### src/rtl/avr_cpu_pkg.sv
// Shared CPU definitions used by the write-back sequencer and its bypass logic.
package avr_cpu_pkg;
    localparam int REG_ADDR_W = 5;
    localparam int REG_DATA_W = 8;

    typedef enum logic [1:0] {
        IDLE = 2'd0,
        LO   = 2'd1,
        HI   = 2'd2
    } wb_state_t;

    localparam logic [REG_ADDR_W-1:0] REG_Z_LO = 5'd30;
endpackage

### src/rtl/avr_cpu_writeback_if.sv
// Result handshake between execute/load units and the write-back sequencer.
interface avr_cpu_writeback_if
    import avr_cpu_pkg::*;
();
    logic                    req_valid;
    logic                    req_ready;
    logic [REG_ADDR_W-1:0]   req_addr;
    logic [2*REG_DATA_W-1:0] req_data;
    logic                    req_word;

    modport master (output req_valid, output req_addr, output req_data, output req_word,
                    input  req_ready);
    modport slave  (input  req_valid, input  req_addr, input  req_data, input  req_word,
                    output req_ready);
endinterface

### src/rtl/avr_cpu_wb_bypass.sv
// Matches a decode read address against in-flight register writes.
// Only compiled when AVR_WB_BYPASS_EN is defined.
`ifdef AVR_WB_BYPASS_EN
module avr_cpu_wb_bypass
    import avr_cpu_pkg::*;
(
    input  wb_state_t             i_state,
    input  logic                  i_cur_word,
    input  logic [REG_ADDR_W-1:0] i_rf_addr,
    input  logic [REG_DATA_W-1:0] i_rf_data,
    input  logic [REG_DATA_W-1:0] i_hi_byte,
    input  logic [REG_ADDR_W-1:0] i_byp_addr,
    output logic                  o_hit,
    output logic [REG_DATA_W-1:0] o_data
);
    logic [REG_ADDR_W-1:0] w_odd_addr;

    assign w_odd_addr = {i_rf_addr[REG_ADDR_W-1:1], 1'b1};

    // The write currently on the port wins over the still-pending high byte.
    always_comb begin
        o_hit  = 1'b0;
        o_data = '0;
        if (i_state != IDLE) begin
            if (i_byp_addr == i_rf_addr) begin
                o_hit  = 1'b1;
                o_data = i_rf_data;
            end else if (i_state == LO && i_cur_word && i_byp_addr == w_odd_addr) begin
                o_hit  = 1'b1;
                o_data = i_hi_byte;
            end
        end
    end
endmodule
`endif

### src/rtl/avr_cpu_writeback.sv
// Write-back sequencer: turns byte/word results into single-byte register file writes.
// Optional read-bypass of in-flight data is enabled by defining AVR_WB_BYPASS_EN.
module avr_cpu_writeback
    import avr_cpu_pkg::*;
(
    input  logic                  clk,
    input  logic                  rst_n,
    avr_cpu_writeback_if.slave    req,
    output logic                  rf_write,
    output logic [REG_ADDR_W-1:0] rf_addr,
    output logic [REG_DATA_W-1:0] rf_data,
    output logic                  busy,
    input  logic [REG_ADDR_W-1:0] byp_addr,
    output logic                  byp_hit,
    output logic [REG_DATA_W-1:0] byp_data
);
    wb_state_t             r_state,     w_state_next;
    logic                  r_cur_word,  w_cur_word_next;
    logic [REG_DATA_W-1:0] r_hi_byte,   w_hi_byte_next;
    logic                  r_rf_write,  w_rf_write_next;
    logic [REG_ADDR_W-1:0] r_rf_addr,   w_rf_addr_next;
    logic [REG_DATA_W-1:0] r_rf_data,   w_rf_data_next;
    logic                  w_ready;
    logic                  w_accept;
    logic [REG_ADDR_W-1:0] w_load_addr;

    // A word's second byte must follow its first, so only a byte in flight can overlap a new request.
    assign w_ready     = (r_state == IDLE) || (r_state == LO && !r_cur_word);
    assign w_accept    = req.req_valid && w_ready;
    assign w_load_addr = req.req_word ? {req.req_addr[REG_ADDR_W-1:1], 1'b0} : req.req_addr;

    always_comb begin
        w_state_next    = r_state;
        w_cur_word_next = r_cur_word;
        w_hi_byte_next  = r_hi_byte;
        w_rf_write_next = 1'b0;
        w_rf_addr_next  = r_rf_addr;
        w_rf_data_next  = r_rf_data;
        case (r_state)
            LO: begin
                if (r_cur_word) begin
                    w_state_next    = HI;
                    w_rf_write_next = 1'b1;
                    w_rf_addr_next  = {r_rf_addr[REG_ADDR_W-1:1], 1'b1};
                    w_rf_data_next  = r_hi_byte;
                end else if (!w_accept) begin
                    w_state_next = IDLE;
                end
            end
            HI:      w_state_next = IDLE;
            default: ;
        endcase
        if (w_accept) begin
            w_state_next    = LO;
            w_cur_word_next = req.req_word;
            w_hi_byte_next  = req.req_data[2*REG_DATA_W-1:REG_DATA_W];
            w_rf_write_next = 1'b1;
            w_rf_addr_next  = w_load_addr;
            w_rf_data_next  = req.req_data[REG_DATA_W-1:0];
        end
    end

    always_ff @(posedge clk or negedge rst_n) begin
        if (!rst_n) begin
            r_state    <= IDLE;
            r_cur_word <= 1'b0;
            r_hi_byte  <= '0;
            r_rf_write <= 1'b0;
            r_rf_addr  <= '0;
            r_rf_data  <= '0;
        end else begin
            r_state    <= w_state_next;
            r_cur_word <= w_cur_word_next;
            r_hi_byte  <= w_hi_byte_next;
            r_rf_write <= w_rf_write_next;
            r_rf_addr  <= w_rf_addr_next;
            r_rf_data  <= w_rf_data_next;
        end
    end

    assign req.req_ready = w_ready;
    assign rf_write      = r_rf_write;
    assign rf_addr       = r_rf_addr;
    assign rf_data       = r_rf_data;
    assign busy          = (r_state != IDLE);

`ifdef AVR_WB_BYPASS_EN
    avr_cpu_wb_bypass u_bypass (
        .i_state    (r_state),
        .i_cur_word (r_cur_word),
        .i_rf_addr  (r_rf_addr),
        .i_rf_data  (r_rf_data),
        .i_hi_byte  (r_hi_byte),
        .i_byp_addr (byp_addr),
        .o_hit      (byp_hit),
        .o_data     (byp_data)
    );
`else
    logic w_unused_byp;
    assign w_unused_byp = ^byp_addr;
    assign byp_hit      = 1'b0;
    assign byp_data     = '0;
`endif
endmodule

### src/flat_wrapper.sv
// flat-port wrapper written by rule: the top's interface ports become plain ports
module avr_cpu_writeback_flat import avr_cpu_pkg::*;
  (clk, rst_n, rf_write, rf_addr, rf_data, busy, byp_addr, byp_hit, byp_data, req_req_valid, req_req_addr, req_req_data, req_req_word, req_req_ready);
  avr_cpu_writeback_if req_i ();
  input  logic clk;
  input  logic rst_n;
  output logic rf_write;
  output logic [REG_ADDR_W-1:0] rf_addr;
  output logic [REG_DATA_W-1:0] rf_data;
  output logic busy;
  input  logic [REG_ADDR_W-1:0] byp_addr;
  output logic byp_hit;
  output logic [REG_DATA_W-1:0] byp_data;
  input wire logic [$bits(req_i.req_valid)-1:0] req_req_valid;
  input wire logic [$bits(req_i.req_addr)-1:0] req_req_addr;
  input wire logic [$bits(req_i.req_data)-1:0] req_req_data;
  input wire logic [$bits(req_i.req_word)-1:0] req_req_word;
  output wire logic [$bits(req_i.req_ready)-1:0] req_req_ready;
  assign req_i.req_valid = req_req_valid;
  assign req_i.req_addr = req_req_addr;
  assign req_i.req_data = req_req_data;
  assign req_i.req_word = req_req_word;
  assign req_req_ready = req_i.req_ready;
  avr_cpu_writeback u_core (.clk(clk), .rst_n(rst_n), .req(req_i), .rf_write(rf_write), .rf_addr(rf_addr), .rf_data(rf_data), .busy(busy), .byp_addr(byp_addr), .byp_hit(byp_hit), .byp_data(byp_data));
endmodule
### config.mk
export PLATFORM = sky130hd
export DESIGN_NAME = avr_cpu_writeback_flat
export DESIGN_NICKNAME = d
export VERILOG_FILES = /design/src/rtl/avr_cpu_pkg.sv /design/src/rtl/avr_cpu_writeback_if.sv /design/src/rtl/avr_cpu_wb_bypass.sv /design/src/rtl/avr_cpu_writeback.sv /design/src/flat_wrapper.sv
export SDC_FILE = /design/constraint.sdc
export NUM_CORES = 1
export LEC_CHECK = 0
export CORE_MARGIN = 2
export CORE_UTILIZATION = 36
export CTS_CLUSTER_DIAMETER = 50
export CTS_CLUSTER_SIZE = 14
export DETAILED_ROUTE_END_ITERATION = 10
export GPL_TIMING_DRIVEN = 0
export PLACE_DENSITY = 0.8
export SLEW_MARGIN = 10
export SYNTH_ARGS = -nofsm -noshare
export SYNTH_HDL_FRONTEND = slang
export SYNTH_SLANG_ARGS = --single-unit
### constraint.sdc
create_clock -name clk -period 2.6 [get_ports clk]
set_input_delay 0.52 -clock clk [delete_from_list [all_inputs] [get_ports clk]]
set_output_delay 0.52 -clock clk [all_outputs]
set_load 0.1 [all_outputs]
==> metrics.txt <==
outcome finished, final reports clean; pin count of the biggest net entering global routing 26; Clock Skew 4.369 ps; unrepaired setup endpoints after global routing false; Arr. time, crit path around 1900 ps; Via density 4.601; Hold Violations, Final 0; io pins 55; post-synthesis cell count 78; clock buffer depth 2; final setup fails 0; Crit path largest cell delay roughly 840 ps; final worst path period need around 2400 ps; Net count, final 161; Cell Area, Synth between 1000 and 1500 µm²; Site Rows 20; total track usage 0.1302; Layout fillers 261; CTS sink cnt 25; Tcrit/Tclk final 0.9342; worst endpoint required time 2080 ps; DR vias 750; drc violations 0; start-to-end type of the worst setup path flop to output port; Initial Util 0.3723; Seq/Total Area, Yosys 0.5643; number of port buffers 40; Critical Path Start Type flop; setup tns final 0 ps; Pre-antenna DRT Iters 4; Worst-path clk slew around 130 ps; Ant. Diodes 0; Design Area, Final around 1600 µm²; number of global-route vias before repair 772; number of setup buffers added after CTS 0; Post-Route WL 2080 µm; global route total overflow 0; initial antenna violation count 0; max_slew headroom 0.3518; Hold Path Class input port to asynchronous set/reset pin; Area Overhead vs Synth 44.24%; Clock H-tree levels 1; Iteration-0 DRC Markers 10; CP max stage cell dlygate4sd2_1; total CTS buffers 3; fmax 0.4117 GHz; DIE AREA 3539 µm²; unique cell type count in the Yosys netlist 18; Die Wd 59.49 µm; Detail Route Antenna Nets 0; Placed Area 1580 µm²; Post-DP HPWL around 1700 µm; Worst Path Max Fanout 10; final max-slew violation count 0; Avg Cell Area, Syn 14.21 µm²; Worst setup EP type output port; routability cong. 0.7168; layout cells sized above 1 0.3154; worst skew pair latency 310 ps; CTS tree yes; Worst-Margin Slew 969.3 ps; Cell Chain, Critical Path buf_2 -> or2_2 -> dlygate4sd2_1; clock root buffer clkbuf_4; FF+latch count, synth 25; core area between 2000 and 3000 µm²; Yosys Warn Count 0; wire per inst 12.76 µm; Max Cap Violations 0; global-route wire length before repair 3484 µm; Die Y 59.49 µm
==> cells by family (layout without fill, tap and decap cells) <==
kind of cell    count (synthesis)  after routing  synth area share
flops                          25             25            0.5643
simple gates                   15             15           0.07789
mux                            13             13            0.1659
compound gates                 12             12            0.1084
buf+inv                        12             56           0.08013
other cells                     1              9          0.003383
==> cells in the mapped netlist, drive strengths merged <==
library cell | instances | share of area
conb | 1 | 0.0034
nor2 | 1 | 0.0056
mux2 | 13 | 0.17
nand2 | 4 | 0.016
or3 | 8 | 0.045
or2 | 1 | 0.0056
buf | 12 | 0.080
nor2b | 1 | 0.0056
a21oi | 2 | 0.012
o221a | 8 | 0.081
dfrtp | 25 | 0.56
o21a | 1 | 0.0068
o22a | 1 | 0.0079
==> metal layers <==
layer  vias up  global-route usage  share of wire
li1        371                   -              -
met1       342              0.1592           0.41
met2        33              0.2245           0.51
met3         4             0.03057          0.067
met4         0             0.04444          0.011
met5         -                   0              0
==> worst max-delay path, delay by kind of cell, from the launching register on <==
| kind | cells | cell delay [ps] |
|---|---|---|
| DFF | 1 | 420 |
| and+or+nand+nor | 1 | 130 |
| buffers and inverters | 2 | 1050 |
==> path summary, 6_finish.rpt <==
path                                          start                   to  slack (ps)  depth (start not counted)
min in group clk                u_core.r_hi_byte[0]  u_core.r_hi_byte[0]         520                          1
worst max register to register    u_core.r_cur_word  u_core.r_hi_byte[2]        1260                          4
worst min-delay path                          rst_n    u_core.rf_addr[1]         160                          1
worst min register to register  u_core.r_hi_byte[0]  u_core.r_hi_byte[0]         520                          1
max in group asynchronous                     rst_n    u_core.rf_data[5]        2080                          1
worst max-delay path              u_core.r_state[1]                 busy         170                          3
==> state kept, by name (all words and copies together) (netlist names) <==
signal,cells
u_core.rf_addr,5
u_core.r_cur_word,1
u_core.rf_write,1
u_core.rf_data,8
u_core.r_hi_byte,8
u_core.r_state,2
==> placed cells by master (no fill, tap or decap) <==
cell             instances
mux2_4                  10
or3_1                    8
nand2_2                  1
nor2_2                   1
conb_1                   9
clkbuf_1                 1
o21a_1                   1
mux2_2                   3
o22a_1                   1
clkbuf_4                 3
dfrtp_1                 25
o221a_2                  8
buf_2                    3
a21oi_1                  1
buf_6                    1
dlygate4sd2_1            2
a21oi_2                  1
or2_2                    1
nand2_1                  3
clkdlybuf4s50_1         37
nor2b_1                  1
buf_4                    9
==> final cells by class <==
cell class	count	area, µm²	share of cell area
clock buffers	4	26.28	0.01643
multi-input cells	49	424.2	0.2653
flip-flops and latches	25	625.6	0.3912
well taps	33	41.29	0.02582
plain buffers	12	88.84	0.05556
repair buffers	40	392.9	0.2457
==> metrics by stage <==
stage                     utilization  setup WS, ps  std cells  hold WS (ps)
final                          0.5370         171.1        163         161.1
after global routing           0.5370         92.82        163         202.2
after CTS                      0.5387         168.6        163         525.1
after detailed placement       0.5307         243.3        159         491.4
after global placement         0.5307         251.0        159         490.7
after floorplan                     -         400.5         86         224.4
==> repair_timing <==
item                                    CTS  global route
gates resized for setup                   2             0
endpoints found under the setup margin    2             0
hold buffers                              0             0
Power is not shown: default switching activity piles up to over one toggle a cycle in this logic, so the estimate is an artifact.
